[src/rtl/i2s_rx_capture.sv]
// i2s_rx_capture: Philips-format I2S receiver. Oversamples SCK/WS/SD on the
// system clock, frames one dummy bit plus DATA_WIDTH MSB-first data bits per
// slot, and presents each word on a valid/ready stream tagged with its channel.
//
// Handshake: a word is transferred on every clk where pcm_valid_o && pcm_ready_i.
// While valid is high and ready is low, pcm_data_o/pcm_right_o hold steady.
// A word that completes while the output is still full is dropped (overrun_o).
module i2s_rx_capture #(
    parameter int DATA_WIDTH  = 24,
    parameter int SYNC_STAGES = 2
) (
    input  logic                  clk_i,
    input  logic                  rst_i,
    input  logic                  sck_i,
    input  logic                  ws_i,
    input  logic                  sd_i,
    output logic [DATA_WIDTH-1:0] pcm_data_o,
    output logic                  pcm_right_o,
    output logic                  pcm_valid_o,
    input  logic                  pcm_ready_i,
    output logic                  frame_err_o,
    output logic [7:0]            err_count_o,
    output logic                  overrun_o,
    output logic [1:0]            dbg_state_o
);

    localparam int CNT_W = $clog2(DATA_WIDTH);
    localparam logic [CNT_W-1:0] LAST_BIT = CNT_W'(DATA_WIDTH - 1);

    typedef enum logic [1:0] {
        ST_SEEK = 2'd0,
        ST_DATA = 2'd1,
        ST_PAD  = 2'd2
    } state_t;

    logic [SYNC_STAGES-1:0] r_sck_sync;
    logic [SYNC_STAGES-1:0] r_ws_sync;
    logic [SYNC_STAGES-1:0] r_sd_sync;
    logic                   r_sck_d;

    state_t                 r_state;
    logic                   r_ws_prev;
    logic                   r_chan;
    logic [CNT_W-1:0]       r_bit_cnt;
    logic [DATA_WIDTH-2:0]  r_shift;
    logic [DATA_WIDTH-1:0]  r_pcm_data;
    logic                   r_pcm_right;
    logic                   r_pcm_valid;
    logic                   r_frame_err;
    logic [7:0]             r_err_count;
    logic                   r_overrun;

    logic                   w_sck_s;
    logic                   w_ws_s;
    logic                   w_sd_s;
    logic                   w_sck_rise;
    logic                   w_ws_edge;
    logic [DATA_WIDTH-1:0]  w_word;
    logic                   w_out_free;

    assign w_sck_s    = r_sck_sync[SYNC_STAGES-1];
    assign w_ws_s     = r_ws_sync[SYNC_STAGES-1];
    assign w_sd_s     = r_sd_sync[SYNC_STAGES-1];
    assign w_sck_rise = w_sck_s & ~r_sck_d;
    assign w_ws_edge  = w_ws_s ^ r_ws_prev;
    // The completed word is the held bits plus the bit arriving this sck_rise.
    assign w_word     = {r_shift, w_sd_s};
    assign w_out_free = ~r_pcm_valid | pcm_ready_i;

    // Bring the asynchronous I2S pins into the clk_i domain, all with equal delay.
    always_ff @(posedge clk_i) begin
        if (rst_i) begin
            r_sck_sync <= '0;
            r_ws_sync  <= '0;
            r_sd_sync  <= '0;
            r_sck_d    <= 1'b0;
        end else begin
            r_sck_sync <= {r_sck_sync[SYNC_STAGES-2:0], sck_i};
            r_ws_sync  <= {r_ws_sync[SYNC_STAGES-2:0], ws_i};
            r_sd_sync  <= {r_sd_sync[SYNC_STAGES-2:0], sd_i};
            r_sck_d    <= w_sck_s;
        end
    end

    // Slot framing FSM with the output register and error reporting.
    always_ff @(posedge clk_i) begin
        if (rst_i) begin
            r_state     <= ST_SEEK;
            r_ws_prev   <= 1'b0;
            r_chan      <= 1'b0;
            r_bit_cnt   <= '0;
            r_shift     <= '0;
            r_pcm_data  <= '0;
            r_pcm_right <= 1'b0;
            r_pcm_valid <= 1'b0;
            r_frame_err <= 1'b0;
            r_err_count <= 8'd0;
            r_overrun   <= 1'b0;
        end else begin
            r_frame_err <= 1'b0;
            if (r_pcm_valid && pcm_ready_i) begin
                r_pcm_valid <= 1'b0;
            end
            if (w_sck_rise) begin
                r_ws_prev <= w_ws_s;
                case (r_state)
                    ST_SEEK: begin
                        // Wait for a slot boundary; the edge bit is the dummy bit.
                        if (w_ws_edge) begin
                            r_state   <= ST_DATA;
                            r_bit_cnt <= '0;
                            r_chan    <= w_ws_s;
                        end
                    end
                    ST_DATA: begin
                        if (w_ws_edge) begin
                            // Slot ended early: drop the partial word, restart.
                            r_frame_err <= 1'b1;
                            if (r_err_count != 8'hFF) begin
                                r_err_count <= r_err_count + 8'd1;
                            end
                            r_bit_cnt <= '0;
                            r_chan    <= w_ws_s;
                        end else begin
                            r_shift   <= w_word[DATA_WIDTH-2:0];
                            r_bit_cnt <= r_bit_cnt + CNT_W'(1);
                            if (r_bit_cnt == LAST_BIT) begin
                                r_state <= ST_PAD;
                                if (w_out_free) begin
                                    r_pcm_data  <= w_word;
                                    r_pcm_right <= r_chan;
                                    r_pcm_valid <= 1'b1;
                                end else begin
                                    r_overrun <= 1'b1;
                                end
                            end
                        end
                    end
                    ST_PAD: begin
                        // Padding bits are ignored; any slot length is accepted.
                        if (w_ws_edge) begin
                            r_state   <= ST_DATA;
                            r_bit_cnt <= '0;
                            r_chan    <= w_ws_s;
                        end
                    end
                    default: begin
                        r_state <= ST_SEEK;
                    end
                endcase
            end
        end
    end

    assign pcm_data_o  = r_pcm_data;
    assign pcm_right_o = r_pcm_right;
    assign pcm_valid_o = r_pcm_valid;
    assign frame_err_o = r_frame_err;
    assign err_count_o = r_err_count;
    assign overrun_o   = r_overrun;
    assign dbg_state_o = r_state;

endmodule

[config.mk]
export PLATFORM = sky130hd
export DESIGN_NAME = i2s_rx_capture
export DESIGN_NICKNAME = d
export VERILOG_FILES = /design/src/rtl/i2s_rx_capture.sv
export SDC_FILE = /design/constraint.sdc
export NUM_CORES = 1
export LEC_CHECK = 0
export ABC_AREA = 1
export CAP_MARGIN = 20
export CORE_ASPECT_RATIO = 1.75
export CORE_UTILIZATION = 54
export CTS_CLUSTER_DIAMETER = 100
export DETAILED_ROUTE_END_ITERATION = 8
export PLACE_DENSITY = 0.89
export SKIP_LAST_GASP = 1
export SYNTH_ARGS = -nofsm -noshare
export SYNTH_HDL_FRONTEND = slang
export SYNTH_SLANG_ARGS = --single-unit
[constraint.sdc]
create_clock -name clk_i -period 2.1 [get_ports clk_i]
set_clock_uncertainty 0.15 [all_clocks]
set_input_delay 0.42 -clock clk_i [delete_from_list [all_inputs] [get_ports clk_i]]
set_output_delay 0.42 -clock clk_i [all_outputs]
set_load 0.03 [all_outputs]
Yosys cells after proc, flatten, opt, wreduce, memory -nomap -nowiden

Index checks and enable logic that the tools add are counted.

Output and inout bits: 38
Bits in registers: 75
Logic and storage cells: 60
Input bits: 6

Mux-type cells: 14
Bitwise gates (word level): 9
Equal/unequal tests: 7
$add $sub $neg: 2
Reductions and logical operators: 13

Operators with widths:

| cell                                                   | number |
|---|---|
| 2-to-1 mux 5 bit                                       | 2 |
| case mux 5 bit (2 select lines)                        | 1 |
| AND reduction 5 bit                                    | 2 |
| AND reduction 3 bit                                    | 3 |
| adder 8 x 1 -> 8 bit (second input constant)           | 1 |
| inequality test 8 bit (second input constant)          | 1 |
| AND reduction 4 bit                                    | 2 |
| 2-to-1 mux 1 bit                                       | 7 |
| 2-to-1 mux 2 bit                                       | 3 |
| inverter 1 bit                                         | 6 |
| OR reduction 3 bit                                     | 2 |
| adder 5 x 1 -> 5 bit (second input constant)           | 1 |
| equality test 5 bit (second input constant)            | 1 |
| inequality test 2 bit (second input constant)          | 2 |
| case mux 2 bit (2 select lines)                        | 1 |
| equality test 2 x 1 -> 1 bit (second input constant)   | 1 |
| equality test 2 bit (second input constant)            | 1 |
| zero test 2 bit                                        | 1 |
| inequality test 2 x 1 -> 1 bit (second input constant) | 1 |
| nonzero test 2 bit                                     | 1 |
| OR reduction 2 bit                                     | 1 |
| bitwise AND 1 bit                                      | 1 |
| logical AND 1 bit                                      | 1 |
| bitwise OR 1 bit                                       | 1 |
| XOR 1 bit                                              | 1 |

Logic depth before layout (Yosys ltp)

Word-level depth: 7
Gate-level depth with buffers: 10
Gate-level depth less buffers: 9

Worst setup path after synthesis

Ideal clock, no wire load.

Kind: register -> register
Start: reg r_err_count[0] (netlist: err_count_o[0])
End: reg r_err_count[7] (netlist: err_count_o[7])
Arrival time: 1513 ps
Period minus slack after synthesis: 1734 ps
Path buffers: 0
Cell stages (with the launch flop): 8
Library setup time: 70 ps
Path slack: 366 ps
Cells stage by stage: dfxtp_1 ha_1 inv_1 nor2_2 nand3_1 nand2_1 nand2_1 a21oi_1

Word-level cells in the longest chain between the ends: 2

Ends and longest elaborated chain:

| element                                                                      | RTL line | text |
|---|---|---|
| from (decl)                                                                  | 50       | `logic [7:0] r_err_count;` |
| from (signal assigned)                                                       | 120      | `r_err_count <= r_err_count + 8'd1;` |
| parallel branches: the longest is 2 deep, another holds adder 8 x 1 -> 8 bit | --       |  |

Several ways; the timed one is not identified.
A chain may end at the register's enable or synchronous reset.

Final worst setup path

Start: reg r_err_count[4] (netlist: err_count_o[4])
End: out err_count_o[4]

RTL lines:

| element   | RTL line | text |
|---|---|---|
| to (decl) | 22       | `output logic [7:0] err_count_o,` |

No word-level cell between the ends.

==> results.yml <==
clock_network:
  post_cts_buffers: 0
  cts_sinks: 75
  cts_tree: "yes"
  h-tree-depth: 3
  clock_latency_ns: 0.34
  clk_pin_slew_ns: 0.07
  root_buffer: "clkbuf_8"
  cts_resized: 0
  clockBufferDepth: 2
  cts_hold_buf: 0
  cts_buffers: 9
timing:
  rsz0062_at_grt: "no"
  tns_ns: 0
  max_slew.worst_pin.slew_ns: 0.4713
  hold_viol: 0
  clock.fmax_mhz: 488.3
  setup_viol: 0
  period_share: 0.9751
  fin_crit_ns: 2.048
  slew_headroom: 0.6858
  slew_viol_final: 0
power_and_ir_drop:
  powerDensity_mw_per_mm2: 691.0
  clkPwrFrac: 0.439
  p_leak_nw: 1.581
  finalPower_mw: 2.712
  pwr-share-seq: 0.529
  p_sw_uw: 549.7
  swShare: 0.2027
  p_comb_frac: 0.031
  peakVddDrop_v: 0.0004944
  p_int_mw: 2.163
critical_path:
  crit_type: "flop to output pin"
  arrival_ns: 1.48
  cp_slowest_cell: "clkdlybuf4s50_1"
  cp_max_fo: 7
  startpoint_type: "flop"
  cp_top_family: "buffers and inverters"
  crit_path_end_kind: "output pin"
  path_cells: "clkdlybuf4s50_1"
  cp_data_required_time_ns: 1.53
  path_buf_inv: 1
  crit_path_max_incr_delay_ns: 0.71
route:
  route.detailed.drc: 0
  wirelength_um: 6133
  postRouteAntennaNets: 0
  vias: 2763
  wl_per_cell_um: 11.34
  vias_per_cell: 5.107
  drt_iter0_drc: 56
  drt_first_pass_iters: 4
finish:
  layout_common_cells: "75 x dfxtp_1, 73 x nand2_1, 47 x inv_1"
  area_growth_pct: 21.73
  final_common_cell: "dfxtp_1"
  regArea_mm2: 0.001501
  fillers: 471
  nets: 468
  diodes: 0
  multi_input_area_mm2: 0.001390
  drive_gt1_frac: 0.1613
global_routing:
  grt_first_pass_wirelength_um: 10410
  grt_pass1_vias: 2581
  grt_overflow: 0
  antenna_found_initial: 0
  track_usage: 0.2140
  grt_max_degree: 55
logic_synthesis:
  syn_area_per_cell_um2: 7.714
  synthCells: 418
  ys_ff_latch: 75
  syn_nets: 426
  seq_area_frac_synth: 0.4657
  ys_warn_count: 0
  synthDistinctLibCells: 24
  syn_area_mm2: 0.003224
job:
  drv_cap: 0
die:
  num_rows: 36
  fp.dieArea_mm2: 0.006296
  ios: 44
  initial_core_util: 0.5681
  core_area_mm2: 0.005675
  die_x_um: 60.41
  die_h_um: 104.2
outcome:
  outcome: "finished clean"
worst_hold_path:
  hold_class: "flop to flop"
placed_design:
  dpl.hpwl_um: 4188
  gp_congestion: 0.8646
  portBuffers: 43
==> kinds of logic (layout without fill, tap and decap cells) <==
group | Yosys count | count (layout) | synth area share
and+or+nand+nor | 195 | 195 | 0.3081
DFF | 75 | 75 | 0.4657
buffers and inverters | 74 | 121 | 0.1032
AOI/OAI and AO/OA | 70 | 70 | 0.1098
adders and majority gates | 2 | 2 | 0.007760
xor gates and xnor gates | 2 | 2 | 0.005434
==> through the flow <==
stage / area, um^2 / setup slack, ns / hold WS [ns] / instances / util
3_5_place_dp: 3696 / 0.1249 / 0.2518 / 525 / 0.6512
4_1_cts: 3915 / 0.01572 / 0.2618 / 541 / 0.6898
2_1_floorplan: 3224 / 0.3663 / 0.2383 / 418 / -
5_1_grt: 3925 / 0.006620 / 0.2732 / 541 / 0.6916
3_3_place_gp: 3696 / 0.1986 / 0.2392 / 525 / 0.6512
6_report: 3925 / 0.05221 / 0.2605 / 541 / 0.6916
==> power by group through the flow <==
stage	logic [mW]	clock network, mW	registers [mW]
global route	0.0945	1.28	1.44
global placement	0.0825	0	1.47
CTS	0.0853	1.22	1.44
finish	0.0847	1.19	1.44
detailed placement	0.0849	0	1.47
floorplan	0.0599	0	1.47
==> cell usage after synthesis <==
library cell / count / area [um^2]
xor2_1: 2 / 17.52
inv_2: 4 / 15.01
nand2_4: 3 / 33.78
nand4_1: 26 / 162.7
dfxtp_1: 75 / 1501
nor2_1: 33 / 123.9
a31oi_1: 1 / 6.260
clkbuf_1: 8 / 30.03
inv_1: 47 / 176.4
nor2_8: 2 / 40.04
o21ai_0: 25 / 125.1
nor2_4: 2 / 22.52
a21oi_1: 39 / 195.2
nand3_1: 13 / 65.06
buf_8: 2 / 30.03
nor2_2: 41 / 256.5
nand2_1: 73 / 274.0
buf_2: 8 / 40.04
ha_1: 2 / 25.02
clkinv_1: 2 / 7.510
nand3b_1: 2 / 15.01
o211ai_1: 1 / 7.510
o21ai_1: 4 / 20.02
buf_6: 3 / 33.78
==> per-layer routing <==
metal | wire (um) | track usage | part of all wire
met1 | 2494 | 0.2268 | 0.41
met2 | 3286 | 0.3721 | 0.54
met3 | 249 | 0.05597 | 0.041
met4 | 103 | 0.1039 | 0.017
met5 | 0 | 0 | 0
==> sequential cells by signal (all words and copies together), names as in the netlist <==
name	flops
pcm_data_o	24
r_ws_sync	2
pcm_right_o	1
r_sck_sync	2
r_sd_sync	2
overrun_o	1
frame_err_o	1
dbg_state_o	2
err_count_o	8
r_chan	1
r_sck_d	1
r_shift	23
pcm_valid_o	1
r_bit_cnt	5
r_ws_prev	1
==> cell type report <==
class | count | share of cell area
multi-input combinational | 269 | 0.3542
clock inverter | 4 | 0.01881
clock buffer | 12 | 0.03698
inverter | 53 | 0.05069
timing repair buffer | 52 | 0.1326
sequential | 75 | 0.3825
tap | 76 | 0.02423
==> path summary, 6_finish.rpt <==
check	cells past startpoint	start	slack, ns	endpoint
min	2	r_sck_sync[0]	0.26	r_sck_sync[1]
max	1	err_count_o[4]	0.05	err_count_o[4]
min reg2reg	2	r_sck_sync[0]	0.26	r_sck_sync[1]
max reg2reg	10	r_bit_cnt[0]	0.26	pcm_data_o[2]
Power figures use the tool's default switching activity.
